==> src/rtl/if_stage_pkg.sv <==
// Shared CPU constants and types used by the instruction-fetch stage.
package if_stage_pkg;

    localparam logic [31:0] RESET_PC_DEFAULT = 32'h0000_3000;
    localparam logic [31:0] NOP_INSTR        = 32'h0000_0000;

    localparam int IMM16_MSB = 15;
    localparam int IMM16_LSB = 0;
    localparam int INDEX_MSB = 25;
    localparam int INDEX_LSB = 0;

    typedef struct packed {
        logic [31:0] instr;
        logic [31:0] pc;
        logic [31:0] pc4;
        logic        valid;
    } ifid_t;

    localparam ifid_t IFID_BUBBLE = '{instr: NOP_INSTR, pc: 32'h0, pc4: 32'h0, valid: 1'b0};

endpackage

==> src/rtl/if_stage_if.sv <==
// Bundle of fetch-stage control inputs, instruction memory port and IF/ID outputs.
interface if_stage_if;

    logic        stall;
    logic        id_is_b;
    logic        is_branch;
    logic        id_is_j;
    logic        id_is_jr;
    logic [31:0] jr_target;
    logic [31:0] imem_addr;
    logic [31:0] imem_rdata;
    logic [31:0] id_instr;
    logic [31:0] id_pc;
    logic [31:0] id_pc4;
    logic        id_valid;

    modport master (
        input  stall, id_is_b, is_branch, id_is_j, id_is_jr, jr_target, imem_rdata,
        output imem_addr, id_instr, id_pc, id_pc4, id_valid
    );

    modport slave (
        output stall, id_is_b, is_branch, id_is_j, id_is_jr, jr_target, imem_rdata,
        input  imem_addr, id_instr, id_pc, id_pc4, id_valid
    );

endinterface

==> src/rtl/if_stage_npc.sv <==
// Combinational next-PC logic: decides whether the ID instruction redirects fetch and where to.
module npc
    import if_stage_pkg::*;
(
    input  logic [31:0] id_pc4,
    input  logic [31:0] id_instr,
    input  logic        id_valid,
    input  logic        id_is_b,
    input  logic        is_branch,
    input  logic        id_is_j,
    input  logic        id_is_jr,
    input  logic [31:0] jr_target,
    output logic        redirect,
    output logic [31:0] target
);

    logic [31:0] b_offset;
    logic [31:0] b_target;
    logic [31:0] j_target;
    logic        unused_opcode;

    assign b_offset = {{14{id_instr[IMM16_MSB]}}, id_instr[IMM16_MSB:IMM16_LSB], 2'b00};
    assign b_target = id_pc4 + b_offset;
    assign j_target = {id_pc4[31:28], id_instr[INDEX_MSB:INDEX_LSB], 2'b00};

    assign unused_opcode = ^id_instr[31:26];

    // jr outranks j, which outranks b, should the decoder ever assert several
    always_comb begin
        target = b_target;
        if (id_is_jr) begin
            target = jr_target;
        end else if (id_is_j) begin
            target = j_target;
        end
    end

    assign redirect = id_valid & (id_is_jr | id_is_j | (id_is_b & is_branch));

endmodule

==> src/rtl/if_stage.sv <==
// Instruction-fetch stage: PC register, next-PC priority mux and IF/ID pipeline register.
module if_stage
    import if_stage_pkg::*;
#(
    parameter logic [31:0] RESET_PC = RESET_PC_DEFAULT
) (
    input  logic      clk,
    input  logic      reset,
    if_stage_if.master bus
);

    logic [31:0] pc;
    logic [31:0] pc_plus4;
    logic [31:0] target;
    logic        redirect;
    ifid_t       ifid;

    assign pc_plus4 = pc + 32'd4;

    npc u_npc (
        .id_pc4    (ifid.pc4),
        .id_instr  (ifid.instr),
        .id_valid  (ifid.valid),
        .id_is_b   (bus.id_is_b),
        .is_branch (bus.is_branch),
        .id_is_j   (bus.id_is_j),
        .id_is_jr  (bus.id_is_jr),
        .jr_target (bus.jr_target),
        .redirect  (redirect),
        .target    (target)
    );

    // A stalled cycle drops any redirect; it is re-evaluated from the held IF/ID next cycle
    always_ff @(posedge clk) begin
        if (reset) begin
            pc   <= RESET_PC;
            ifid <= IFID_BUBBLE;
        end else if (bus.stall) begin
            pc   <= pc;
            ifid <= ifid;
        end else if (redirect) begin
            pc   <= target;
            ifid <= IFID_BUBBLE;
        end else begin
            pc   <= pc_plus4;
            ifid <= '{instr: bus.imem_rdata, pc: pc, pc4: pc_plus4, valid: 1'b1};
        end
    end

    assign bus.imem_addr = pc;
    assign bus.id_instr  = ifid.instr;
    assign bus.id_pc     = ifid.pc;
    assign bus.id_pc4    = ifid.pc4;
    assign bus.id_valid  = ifid.valid;

endmodule

==> src/flat_wrapper.sv <==
// flat-port wrapper written by rule: the top's interface ports become plain ports
module if_stage_flat import if_stage_pkg::*;
#(
    parameter logic [31:0] RESET_PC = RESET_PC_DEFAULT
)
  (clk, reset, bus_stall, bus_id_is_b, bus_is_branch, bus_id_is_j, bus_id_is_jr, bus_jr_target, bus_imem_rdata, bus_imem_addr, bus_id_instr, bus_id_pc, bus_id_pc4, bus_id_valid);
  if_stage_if bus_i ();
  input  logic clk;
  input  logic reset;
  input wire logic [$bits(bus_i.stall)-1:0] bus_stall;
  input wire logic [$bits(bus_i.id_is_b)-1:0] bus_id_is_b;
  input wire logic [$bits(bus_i.is_branch)-1:0] bus_is_branch;
  input wire logic [$bits(bus_i.id_is_j)-1:0] bus_id_is_j;
  input wire logic [$bits(bus_i.id_is_jr)-1:0] bus_id_is_jr;
  input wire logic [$bits(bus_i.jr_target)-1:0] bus_jr_target;
  input wire logic [$bits(bus_i.imem_rdata)-1:0] bus_imem_rdata;
  output wire logic [$bits(bus_i.imem_addr)-1:0] bus_imem_addr;
  output wire logic [$bits(bus_i.id_instr)-1:0] bus_id_instr;
  output wire logic [$bits(bus_i.id_pc)-1:0] bus_id_pc;
  output wire logic [$bits(bus_i.id_pc4)-1:0] bus_id_pc4;
  output wire logic [$bits(bus_i.id_valid)-1:0] bus_id_valid;
  assign bus_i.stall = bus_stall;
  assign bus_i.id_is_b = bus_id_is_b;
  assign bus_i.is_branch = bus_is_branch;
  assign bus_i.id_is_j = bus_id_is_j;
  assign bus_i.id_is_jr = bus_id_is_jr;
  assign bus_i.jr_target = bus_jr_target;
  assign bus_i.imem_rdata = bus_imem_rdata;
  assign bus_imem_addr = bus_i.imem_addr;
  assign bus_id_instr = bus_i.id_instr;
  assign bus_id_pc = bus_i.id_pc;
  assign bus_id_pc4 = bus_i.id_pc4;
  assign bus_id_valid = bus_i.id_valid;
  if_stage #(.RESET_PC(RESET_PC)) u_core (.clk(clk), .reset(reset), .bus(bus_i));
endmodule
==> config.mk <==
export PLATFORM = sky130hd
export DESIGN_NAME = if_stage_flat
export DESIGN_NICKNAME = d
export VERILOG_FILES = /design/src/rtl/if_stage_pkg.sv /design/src/rtl/if_stage_if.sv /design/src/rtl/if_stage_npc.sv /design/src/rtl/if_stage.sv /design/src/flat_wrapper.sv
export SDC_FILE = /design/constraint.sdc
export NUM_CORES = 1
export LEC_CHECK = 0
export BUFFER_PORTS_ARGS = -buffer_cell sky130_fd_sc_hd__buf_2
export CORE_MARGIN = 4
export CORE_UTILIZATION = 58
export DETAILED_ROUTE_END_ITERATION = 8
export PLACE_DENSITY = 0.86
export SETUP_SLACK_MARGIN = 0.02
export SYNTH_ARGS = -nofsm -noshare
export SYNTH_HDL_FRONTEND = slang
export SYNTH_SLANG_ARGS = --single-unit
export TNS_END_PERCENT = 30
==> constraint.sdc <==
create_clock -name clk -period 5.7 [get_ports clk]
set_clock_uncertainty 0.2 [all_clocks]
set_input_delay 0.57 -clock clk [delete_from_list [all_inputs] [get_ports clk]]
set_output_delay 0.57 -clock clk [all_outputs]
set_load 0.02 [all_outputs]
; ---- After elaboration in Yosys (flattened, before gate mapping)
; Index checks and enable logic that the tools add are counted.
[totals]
input_bits = 71
wordCells = 15
ff_bits = 129
out_inout_bits = 129
[op_classes]
bitwise = 4
addsub = 2
mux = 4
[ops]
columns = cell, count
row1 = 97-bit two-way mux, 1
row2 = 32-bit two-way mux, 3
row3 = "32-bit by 3-bit adder with 32-bit output, second input constant", 1
row4 = 32-bit adder, 1
row5 = 1-bit AND, 2
row6 = 1-bit bitwise OR, 2

; ---- Depth between registers and ports, before layout
[logic_depth]
depth_word = 4
ltp_mapped = 11
mapped_depth_nobuf = 10

; ---- Modules after synthesis
; A second synthesis with hierarchy kept.
[unflattened]
cells_unflattened = 951
hier_area_um2 = 7674.9
[by_module_without_submodules]
columns = mod, area_per_inst_um2, instances, seq_area_each_um2, cells_per_inst
row1 = if_stage, 5590.4, 1, 2542.4, 653
row2 = npc, 2084.5, 1, 0.0, 298

; ---- Worst setup path before layout
; Ideal clock, no wire load.
[synth_timing]
kind = reg2reg
from = reg u_core.ifid (netlist bit u_core.bus.id_instr[0])
to = reg u_core.pc[30] (netlist: u_core.bus.imem_addr[30])
setup_ns = 0.086
path_stages_with_launch = 11
path_slack_ns = 2.647
n_path_buf = 0
arrival_time_ns = 2.768
period_less_slack_ns = 3.053
required_time_ns = 5.414
cell_sequence = dfxtp_1 ha_1 fa_1 a211oi_1 or3b_4 a211o_1 a31oi_2 nor2_1 o311ai_2 mux2_2 a211oi_1
[synth_between]
elab_chain_len = 4
[synth_rtl]
columns = element, line_no
row1 = "start, declared", if_stage.sv:16  ; ifid_t ifid;
row2 = "start signal, assigned", if_stage.sv:40  ; ifid <= ifid;
row3 = "start signal, assigned", if_stage.sv:46  ; ifid <= '{instr: bus.imem_rdata, pc: pc, pc4: pc_plus4, valid: 1'b1};
row4 = 32-bit adder, if_stage_npc.sv:23  ; assign b_target = id_pc4 + b_offset;
row5 = 32-bit two-way mux, if_stage_npc.sv:33  ; end else if (id_is_j) begin
row6 = 32-bit two-way mux, if_stage_npc.sv:31  ; if (id_is_jr) begin
row7 = 32-bit two-way mux, if_stage.sv:41  ; end else if (redirect) begin
row8 = "end signal, assigned", if_stage.sv:39  ; pc <= pc;
row9 = "end signal, assigned", if_stage.sv:42  ; pc <= target;
row10 = "end signal, assigned", if_stage.sv:45  ; pc <= pc_plus4;
row11 = "end, declared", if_stage.sv:12  ; logic [31:0] pc;
; Every way passes these cells.
; A chain may end at the register's enable or synchronous reset.

; ---- Worst setup path in the final report
[layout_timing]
from = reg u_core.ifid (netlist bit u_core.bus.id_instr[15])
to = reg u_core.pc[30] (netlist: u_core.bus.imem_addr[30])
; The elaborated chain is that of the path after synthesis.

==> results.toml <==
[run_status]
outcome = "completed"

[power_and_ir_drop]
swShare_pct = 29.79
switching_power_mw = 0.7280
leakage_nw = 4.241
intPower_mw = 1.716
power_density_nw_per_um2 = 265.9
vdd_drop_max_v = 0.0001814
seq_power_share_pct = 40.2
p_clk_share_pct = 43.4
power.total_mw = 2.443
power_frac_comb_pct = 16.4

[clock_network]
h-tree-depth = 4
clock_path_buffers = 2
clkSlewWorstSetupHoldPaths_ns = 0.06
tritoncts = "yes"
clk_latency_ns = 0.43
post_cts_resized = 0
cts_setup_buffers = 0
root_buffer = "clkbuf_16"
numCtsBuffers = 17
hold_buffers = 0
clock_sinks = 127

[worst_setup_path]
rr_worst_depth = 9
cp-startpoint = "u_core.bus.id_instr[15]"
cp-start-kind = "flip-flop"
crit_end = "u_core.bus.imem_addr[30]"
crit_fanout = 20
crit_family = "compound AO/OA/AOI/OAI gates"
r2r-end = "u_core.bus.imem_addr[30]"
cp_data_required_time_ns = 5.85
crit_chain = "ha_1 > and3_1 > nand2_1 > a211o_1 > a31oi_2 > nor2_1 > o311ai_2 > mux2_2 > a211oi_1"
rrSetupSlack_ns = 2.31
crit_type = "flip-flop to flip-flop"
slowest_delay_ns = 0.82
worstReg2RegStart = "u_core.bus.id_instr[15]"
end_kind = "flip-flop"
path_buf_inv = 0
crit_arrival_ns = 3.53
path_depth = 9
crit_slowest_cell = "dfxtp_1"

[yosys]
synth_top_area_share_pct = 33.13
syn_nets = 1121
ys_ff_latch = 127
synth-main-ff-cell = "dfxtp_1"
ys_warn_count = 0
ys_seq_area_share_pct = 33.13
ys_top_cells_by_area = "dfxtp_1, a21oi_1, nor2_1"
synth_edf_count = 0
yosys-top-cells-count = "a21oi_1, dfxtp_1, nor2_1"
synth.most_common_cell = "a21oi_1"
syn_area_um2 = 7674
yosysUniqueCellTypes = 70
syn_inst = 1019
async_flop_share_pct = 0
synth_top_area_cell = "dfxtp_1"
avgSynthCellArea_um2 = 7.531

[floorplan]
placementRows = 41
core_um2 = 12770
start_util_pct = 60.07
fp.dieArea_um2 = 15140
die_y_um = 123.0
ios = 200
die_w_um = 123.0

[detailed_routing]
wire_per_inst_um = 19.05
avgViaCountPerCell = 6.322
wl_um = 25700
top_layer = "met4"
drt_iter0_drc = 1091
dr_wl_met2_um = 10990
antenna_left = 0
drtPass1Iterations = 6
drcViolationCount = 0
route.vias.total = 8529
wl_met1_um = 10890
dr_wl_met3_um = 3086

[timing]
relSlewSlack_pct = 25.69
hold_viol = 0
fmax_mhz = 295.3
fin_ws_ns = 2.314
setup_violations = 0
finalCritPeriodShare_pct = 59.41
slew_viol_final = 0
hold_ws_ns = 0.2556
tightest_slew_ns = 1.111
rsz0062_at_grt = "false"
setup_tns_ns = 0
period_minus_slack_ns = 3.386

[global_routing]
overflow = 0
grt_pass1_vias = 7399
grt_pass1_wl_um = 39840
grt_start_max_net_pins = 74
grt_use_total_pct = 33.62
antenna_found_initial = 0

[placement]
hpwl_um = 17820
pre_cts_ws_ns = 2.242
place_congestion = 0.9954
port_buffers = 199

[final_layout]
syn2layout_area_growth_pct = 19.76
num_antenna_cells = 0
drive_gt1_share_pct = 21.58
fin_nets = 1267

[hold_path]
hold_class = "flip-flop to flip-flop"

[run]
max-cap-violations = 0
==> metal layers <==
| layer | vias to the layer above | track usage, % |
|---|---|---|
| met2 | 560 | 48.48 |
| met3 | 66 | 7.457 |
| met5 | - | 0 |
| met4 | 0 | 12.25 |
| met1 | 3937 | 49.14 |
| li1 | 3966 | - |
==> power groups by stage <==
stage / logic [mW] / registers [mW] / clock network [mW]
3_5_place_dp: 0.391 / 0.998 / 0
3_3_place_gp: 0.386 / 0.996 / 0
2_1_floorplan: 0.224 / 1.03 / 0
6_report: 0.400 / 0.982 / 1.06
5_1_grt: 0.433 / 0.986 / 1.10
4_1_cts: 0.394 / 0.979 / 1.06
==> area by class of cell <==
class	count	area, µm²
Sequential cell	127	2542
Fill cell	1052	3583
Multi-Input combinational cell	789	4722
Inverter	23	86.33
Clock inverter	11	116.4
Tap cell	172	215.2
Clock buffer	20	446.7
Timing Repair Buffer	207	1061
==> worst reg2reg max path, cell delays in order (launching register included) <==
cell and delay, ns:
dfxtp_1 0.82, ha_1 0.37, and3_1 0.29, nand2_1 0.09
a211o_1 0.27, a31oi_2 0.27, nor2_1 0.09, o311ai_2 0.33
mux2_2 0.37, a211oi_1 0.19
==> metrics by stage <==
stage          utilization (%)  instances  area (µm²)
2_1_floorplan                -       1019        7674
3_3_place_gp             67.54       1318        8627
3_5_place_dp             67.54       1318        8627
4_1_cts                  71.95       1349        9190
5_1_grt                  71.95       1349        9190
6_report                 71.95       1349        9190
==> logic make-up (layout without fill, tap and decap cells) <==
group	count (synthesis)	in the layout	synth area share [%]
AO/OA/AOI/OAI	322	322	26.06
XOR/XNOR	38	38	4.337
adder cells (fa/ha/maj)	31	31	5.152
buffers and inverters	103	261	5.364
flip-flops	127	127	33.13
multiplexers	5	5	0.6685
AND/OR/NAND/NOR	393	393	25.29
==> sequential cells by signal, indices dropped and copies added (netlist names) <==
name                  cells
u_core.bus.id_pc         30
u_core.bus.imem_addr     32
u_core.bus.id_instr      32
u_core.bus.id_pc4        32
u_core.bus.id_valid       1
==> worst min path at each step <==
stage / from / end / depth (start not counted)
2_1_floorplan: u_core.bus.id_pc[4] / u_core.bus.id_pc[4] / 2
3_3_place_gp: u_core.bus.id_pc[30] / u_core.bus.id_pc[30] / 2
3_5_place_dp: u_core.bus.id_pc[28] / u_core.bus.id_pc[28] / 2
4_1_cts: bus_jr_target[17] / u_core.bus.imem_addr[17] / 3
5_1_grt: u_core.bus.id_pc[17] / u_core.bus.id_pc[17] / 2
6_report: u_core.bus.id_pc[25] / u_core.bus.id_pc[25] / 2
==> layout by cell type (no fill, tap or decap), types with 4 or more instances in the layout <==
cell       instances
nor3_1            24
and3_1            47
clkbuf_16         17
o31ai_1            4
a211oi_1          12
nand3_1           50
o22ai_1            9
and4_1             4
ha_1              30
mux2i_1            4
dfxtp_1          127
nor2_1           109
clkinv_2           6
o21a_1             9
xor2_1            11
o211ai_1          15
o211a_1            5
and2_1             7
buf_2            197
xnor2_1           27
a2111oi_0          5
inv_1             22
nand4_1            9
a31oi_1           11
nand2b_1          15
a21oi_1          141
a21o_1            15
o311ai_0           5
a311oi_1           4
nand2_1           98
buf_4             10
or3_1              8
o21ai_0           43
a22oi_1           12
Note: power is estimated with default switching activity, not from simulation.
